[src/rtl/xor86_sched.sv]
// xor86_sched: round-robin sequencer sharing one external 74x86 quad-XOR
// across NREQ requesters. Each DW-bit job is streamed LSB nibble first.
// Optional feature macro: XOR86_SCHED_PARITY_EN adds the resp_par output.
module xor86_sched #(
  parameter int unsigned NREQ = 4,
  parameter int unsigned DW   = 16,
  localparam int unsigned IW  = (NREQ > 1) ? $clog2(NREQ) : 1
) (
  input  logic             clk,
  input  logic             rst_n,
  input  logic [NREQ-1:0]  req_valid,
  output logic [NREQ-1:0]  req_ready,
  input  logic [NREQ*DW-1:0] req_a,
  input  logic [NREQ*DW-1:0] req_b,
  output logic [3:0]       xor_a,
  output logic [3:0]       xor_b,
  input  logic [3:0]       xor_y,
  output logic             resp_valid,
  input  logic             resp_ready,
  output logic [IW-1:0]    resp_id,
  output logic [DW-1:0]    resp_y,
  output logic             busy
`ifdef XOR86_SCHED_PARITY_EN
  ,
  output logic             resp_par
`endif
);

  localparam int unsigned NIB = DW / 4;
  localparam int unsigned CW  = (NIB > 1) ? $clog2(NIB) : 1;

  typedef enum logic [1:0] {
    IDLE = 2'd0,
    RUN  = 2'd1,
    DONE = 2'd2
  } state_t;

  state_t          state;
  logic [IW-1:0]   ptr;
  logic [CW-1:0]   cnt;
  logic [DW-1:0]   a_q;
  logic [DW-1:0]   b_q;

  logic            grant_vld;
  logic [IW-1:0]   grant_idx;
  logic [IW-1:0]   scan_idx;
  logic [NREQ-1:0] scan_vec;
  logic [DW-1:0]   sel_a;
  logic [DW-1:0]   sel_b;
  logic [DW-1:0]   nib_mask;
  logic [DW-1:0]   nib_data;

  // Rotating priority search starting just after the last granted requester
  always_comb begin
    grant_vld = 1'b0;
    grant_idx = '0;
    scan_idx  = '0;
    scan_vec  = '0;
    for (int unsigned k = 1; k <= NREQ; k++) begin
      scan_idx = IW'((32'(ptr) + k) % NREQ);
      scan_vec = req_valid >> scan_idx;
      if (!grant_vld && scan_vec[0]) begin
        grant_vld = 1'b1;
        grant_idx = scan_idx;
      end
    end
  end

  // Accept strobe is only offered while idle, one-hot on the winner
  always_comb begin
    req_ready = '0;
    if (state == IDLE && grant_vld) begin
      req_ready = NREQ'(1) << grant_idx;
    end
  end

  // Winner's operands, extracted by shift to keep selects width-exact
  always_comb begin
    sel_a = DW'(req_a >> (32'(grant_idx) * DW));
    sel_b = DW'(req_b >> (32'(grant_idx) * DW));
  end

  // Current nibble towards the 74x86; parked at zero when not streaming
  always_comb begin
    xor_a = 4'h0;
    xor_b = 4'h0;
    if (state == RUN) begin
      xor_a = 4'(a_q >> (32'(cnt) * 4));
      xor_b = 4'(b_q >> (32'(cnt) * 4));
    end
  end

  // Merge the returned nibble into its slot of the result
  always_comb begin
    nib_mask = DW'(4'hF) << (32'(cnt) * 4);
    nib_data = DW'(xor_y) << (32'(cnt) * 4);
  end

  // Sequencer state, job latch and result assembly
  always_ff @(posedge clk) begin
    if (!rst_n) begin
      state   <= IDLE;
      ptr     <= IW'(NREQ - 1);
      cnt     <= '0;
      a_q     <= '0;
      b_q     <= '0;
      resp_y  <= '0;
      resp_id <= '0;
    end else begin
      case (state)
        IDLE: begin
          if (grant_vld) begin
            a_q     <= sel_a;
            b_q     <= sel_b;
            resp_id <= grant_idx;
            ptr     <= grant_idx;
            cnt     <= '0;
            state   <= RUN;
          end
        end
        RUN: begin
          resp_y <= (resp_y & ~nib_mask) | nib_data;
          cnt    <= cnt + CW'(1);
          if (cnt == CW'(NIB - 1)) begin
            state <= DONE;
          end
        end
        DONE: begin
          if (resp_ready) begin
            state <= IDLE;
          end
        end
        default: state <= IDLE;
      endcase
    end
  end

  // Status decoded straight from the state register
  assign resp_valid = (state == DONE);
  assign busy       = (state != IDLE);

`ifdef XOR86_SCHED_PARITY_EN
  // Parity tracks resp_y, so it is valid whenever resp_valid is
  assign resp_par = ^resp_y;
`endif

endmodule

[config.mk]
export PLATFORM = sky130hd
export DESIGN_NAME = xor86_sched
export DESIGN_NICKNAME = d
export VERILOG_FILES = /design/src/rtl/xor86_sched.sv
export SDC_FILE = /design/constraint.sdc
export NUM_CORES = 1
export LEC_CHECK = 0
export ABC_AREA = 1
export BUFFER_PORTS_ARGS = -buffer_cell sky130_fd_sc_hd__buf_2
export CAP_MARGIN = 0
export CORE_MARGIN = 2
export CORE_UTILIZATION = 40
export CTS_BUF_LIST = sky130_fd_sc_hd__clkbuf_4
export DETAILED_ROUTE_END_ITERATION = 7
export PLACE_DENSITY = 0.69
export SLEW_MARGIN = 20
export SYNTH_ARGS = -nofsm -noshare
export SYNTH_HDL_FRONTEND = slang
export SYNTH_SLANG_ARGS = --single-unit
[constraint.sdc]
create_clock -name clk -period 2.9 [get_ports clk]
set_input_delay 0.58 -clock clk [delete_from_list [all_inputs] [get_ports clk]]
set_output_delay 0.58 -clock clk [all_outputs]
set_load 0.02 [all_outputs]
==> impl_metrics.py <==
metrics = {
    "global_route": {
        "track_usage": 0.211,
        "grt_remaining_overflow": 0,
        "grt_start_max_net_pins": 39,
        "use_met2": 0.343,
        "antenna_found_initial": 0,
        "use_met3": 0.0313,
        "grt_pass1_vias": 4305,
        "gr-usage-met1": 0.300,
        "grt-busiest-layer": "met2",
        "grt_pass1_wl_um": 19500,
    },
    "detailed_routing": {
        "drt_iter0_drc": 220,
        "ant_nets": 0,
        "drcViolationCount": 0,
        "vias_per_cell": 4.60,
        "wl_per_cell_um": 11.2,
        "dr.pass1.iters": 4,
        "wl_um": 11400,
        "vias": 4678,
    },
    "power": {
        "pwr-share-seq": 0.210,
        "swShare": 0.553,
        "power_per_cell_area_nw_per_um2": 1080,
        "pwr-share-comb": 0.726,
        "ir_drop_mv": 0.917,
        "leakagePower_nw": 3.02,
        "power_switching_mw": 3.01,
        "clkPwrFrac": 0.064,
        "power.internal_mw": 2.43,
    },
    "sta": {
        "fin_ws_ns": 0.286,
        "clock-skew-final_ns": 0.0201,
        "final-setup-viol-count": 0,
        "fin_setup_tns_ns": 0,
        "post-route-period-util": 0.901,
        "rsz0062_at_grt": "no",
        "finalHoldViolCount": 0,
        "finalCriticalPeriod_ns": 2.61,
        "relSlewSlack": 0.736,
        "fmax_mhz": 383,
        "drv_slew": 0,
        "tightestPinTransition_ns": 0.395,
    },
    "worst_setup_path": {
        "crit_path_top_delay_cell": "dfxtp_4",
        "cp_max_fo": 11,
        "critPathCaptureType": "output pin",
        "critPathRequiredTime_ns": 2.32,
        "cp.depth": 10,
        "reg2reg_depth": 14,
        "critPathBufInv": 3,
        "worstSetupStartpointType": "flip-flop",
        "cp_top_family": "simple AND/OR/NAND/NOR gates",
        "cp_data_arrival_time_ns": 2.03,
        "crit_chain": "inv_4, nand2_1, a21oi_1, nor2_1, nand3_4, nand2_2, inv_2, nand2_2, nor2_1, buf_2",
        "critPathKind": "flip-flop to output pin",
        "slowest_delay_ns": 0.41,
    },
    "cells_and_area": {
        "areaGrowthSynthToFinish_pct": 24.9,
        "diodes": 0,
        "nNetsFinal": 1025,
        "utilization": 0.516,
        "final_cells": 1016,
        "drive_above_1_share": 0.241,
    },
    "cts": {
        "cts.reportedPaths.clkPinSlew_ns": 0.17,
        "post-cts-setup-buffers": 0,
        "cts_buffer_depth": 2,
        "cts_tree": "built",
        "cts_buffers": 5,
        "cts-root-buf": "clkbuf_4",
        "insertion_delay_ns": 0.37,
        "cts_num_sinks": 56,
        "htree_levels": 2,
    },
    "placement": {
        "dp.cells": 1008,
        "place.gp.congestion": 0.818,
        "dp_slack_ns": 0.395,
        "hpwl_um": 8740,
        "portBuffers": 170,
    },
    "synthesis": {
        "ys_types": 22,
        "syn-num-nets": 872,
        "synth_area_sq_um": 4040,
        "yosysSeqAreaShare": 0.278,
        "yosysWarnings": 0,
        "syn_inst": 729,
        "ys_ff_latch": 56,
        "syn_avg_cell_area_sq_um": 5.54,
    },
    "floorplanning": {
        "boundaryPins": 171,
        "core_area_sq_um": 9770,
        "fp.dieH_um": 104,
        "die_x_um": 104,
        "rows": 36,
        "dieArea_sq_um": 10900,
        "start_util": 0.413,
    },
    "min_path": {
        "hold_class": "input port to flip-flop",
        "hold_depth": 4,
    },
    "run_status": {
        "status": "completed",
    },
    "job": {
        "maxCapViolations": 0,
    },
}
[synthesized netlist by cell type, drive strengths merged]
cell type,number,share of area
a211oi,1,0.0019
a21oi,53,0.066
buf,27,0.043
clkbuf,14,0.013
clkinv,2,0.0019
dfxtp,56,0.28
ha,4,0.012
inv,137,0.13
nand2,220,0.21
nand3,115,0.14
nand4,1,0.0015
nor2,76,0.071
o211ai,2,0.0037
o21ai,18,0.022
o22ai,3,0.0046
[worst reg2reg max path, stage by stage, from the launching register on]
cell     delay (ns)
dfxtp_4        0.43
inv_4          0.07
nand2_1        0.07
nand2_2        0.06
nand2_1        0.10
nand2_2        0.08
nor2_2         0.17
nand3_4        0.16
nand2_2        0.14
buf_4          0.35
nand2_1        0.10
nand3_1        0.08
nand3_1        0.13
nand2_1        0.09
inv_1          0.04
[stage by stage]
| step | power [mW] | hold WS [ns] | area, sq um |
|---|---|---|---|
| CTS | 5.42 | 0.440 | 5020 |
| global placement | 5.05 | 0.452 | 4960 |
| detailed placement | 5.06 | 0.454 | 4960 |
| global route | 6.13 | 0.417 | 5040 |
| floorplan | 4.27 | 0.513 | 4040 |
| finish | 5.44 | 0.459 | 5040 |
[cell usage in the layout (no fill, tap or decap), drive strengths merged]
cell and count:
clkinvlp 1, buf 187, ha 4, nor2 76, a21oi 53, clkinv 3
o211ai 2, nand2 220, o22ai 3, inv 137, nand3 115, o21ai 18
dfxtp 56, clkbuf 6, a211oi 1, nand4 1
[repair_timing]
item	4_1_cts	5_1_grt
hold endpoints to repair	0	0
endpoints found under the setup margin	0	4
resized for setup	0	7
hold buffers	0	0
[kinds of logic (layout without fill, tap and decap cells)]
family | Yosys count | count (layout) | synth area share
AND/OR/NAND/NOR | 412 | 412 | 0.426
buffers and inverters | 180 | 334 | 0.186
AO/OA/AOI/OAI | 77 | 77 | 0.0982
flip-flops | 56 | 56 | 0.278
adder cells (fa/ha/maj) | 4 | 4 | 0.0124
[cell type report]
cell class / instances / area, sq um
clock buffers: 6 / 45.0
clock inverters: 2 / 16.3
fillers: 1097 / 4730
inverters: 139 / 524
multi-input cells: 493 / 2180
flip-flops and latches: 56 / 1130
well taps: 133 / 166
repair buffers: 187 / 982
[power groups by stage]
stage          logic [mW]  clock network (mW)  registers (mW)
2_1_floorplan        3.14                   0            1.13
3_3_place_gp         3.90                   0            1.15
3_5_place_dp         3.91                   0            1.16
4_1_cts              3.92               0.367            1.14
5_1_grt              4.56               0.402            1.17
6_report             3.95               0.350            1.14
[layer usage]
metal | vias up | part of all wire
met5 | - | 0
met4 | 0 | 0.0046
met3 | 4 | 0.059
met2 | 154 | 0.44
met1 | 1996 | 0.49
li1 | 2524 | -
[state kept, by name, indices dropped and copies added (netlist names)]
signal   cells
a_q         16
b_q         16
cnt          2
ptr          2
resp_id      2
resp_y      16
state        2
[final timing paths]
path / from / end / slack (ns)
hold / removal: resp_ready / state[1] / 0.46
setup / recovery: ptr[0] / req_ready[3] / 0.29
setup reg to reg: ptr[0] / a_q[2] / 0.77
hold reg to reg: resp_y[14] / resp_y[14] / 0.47
No activity file was read; power rests on OpenSTA's default activity.
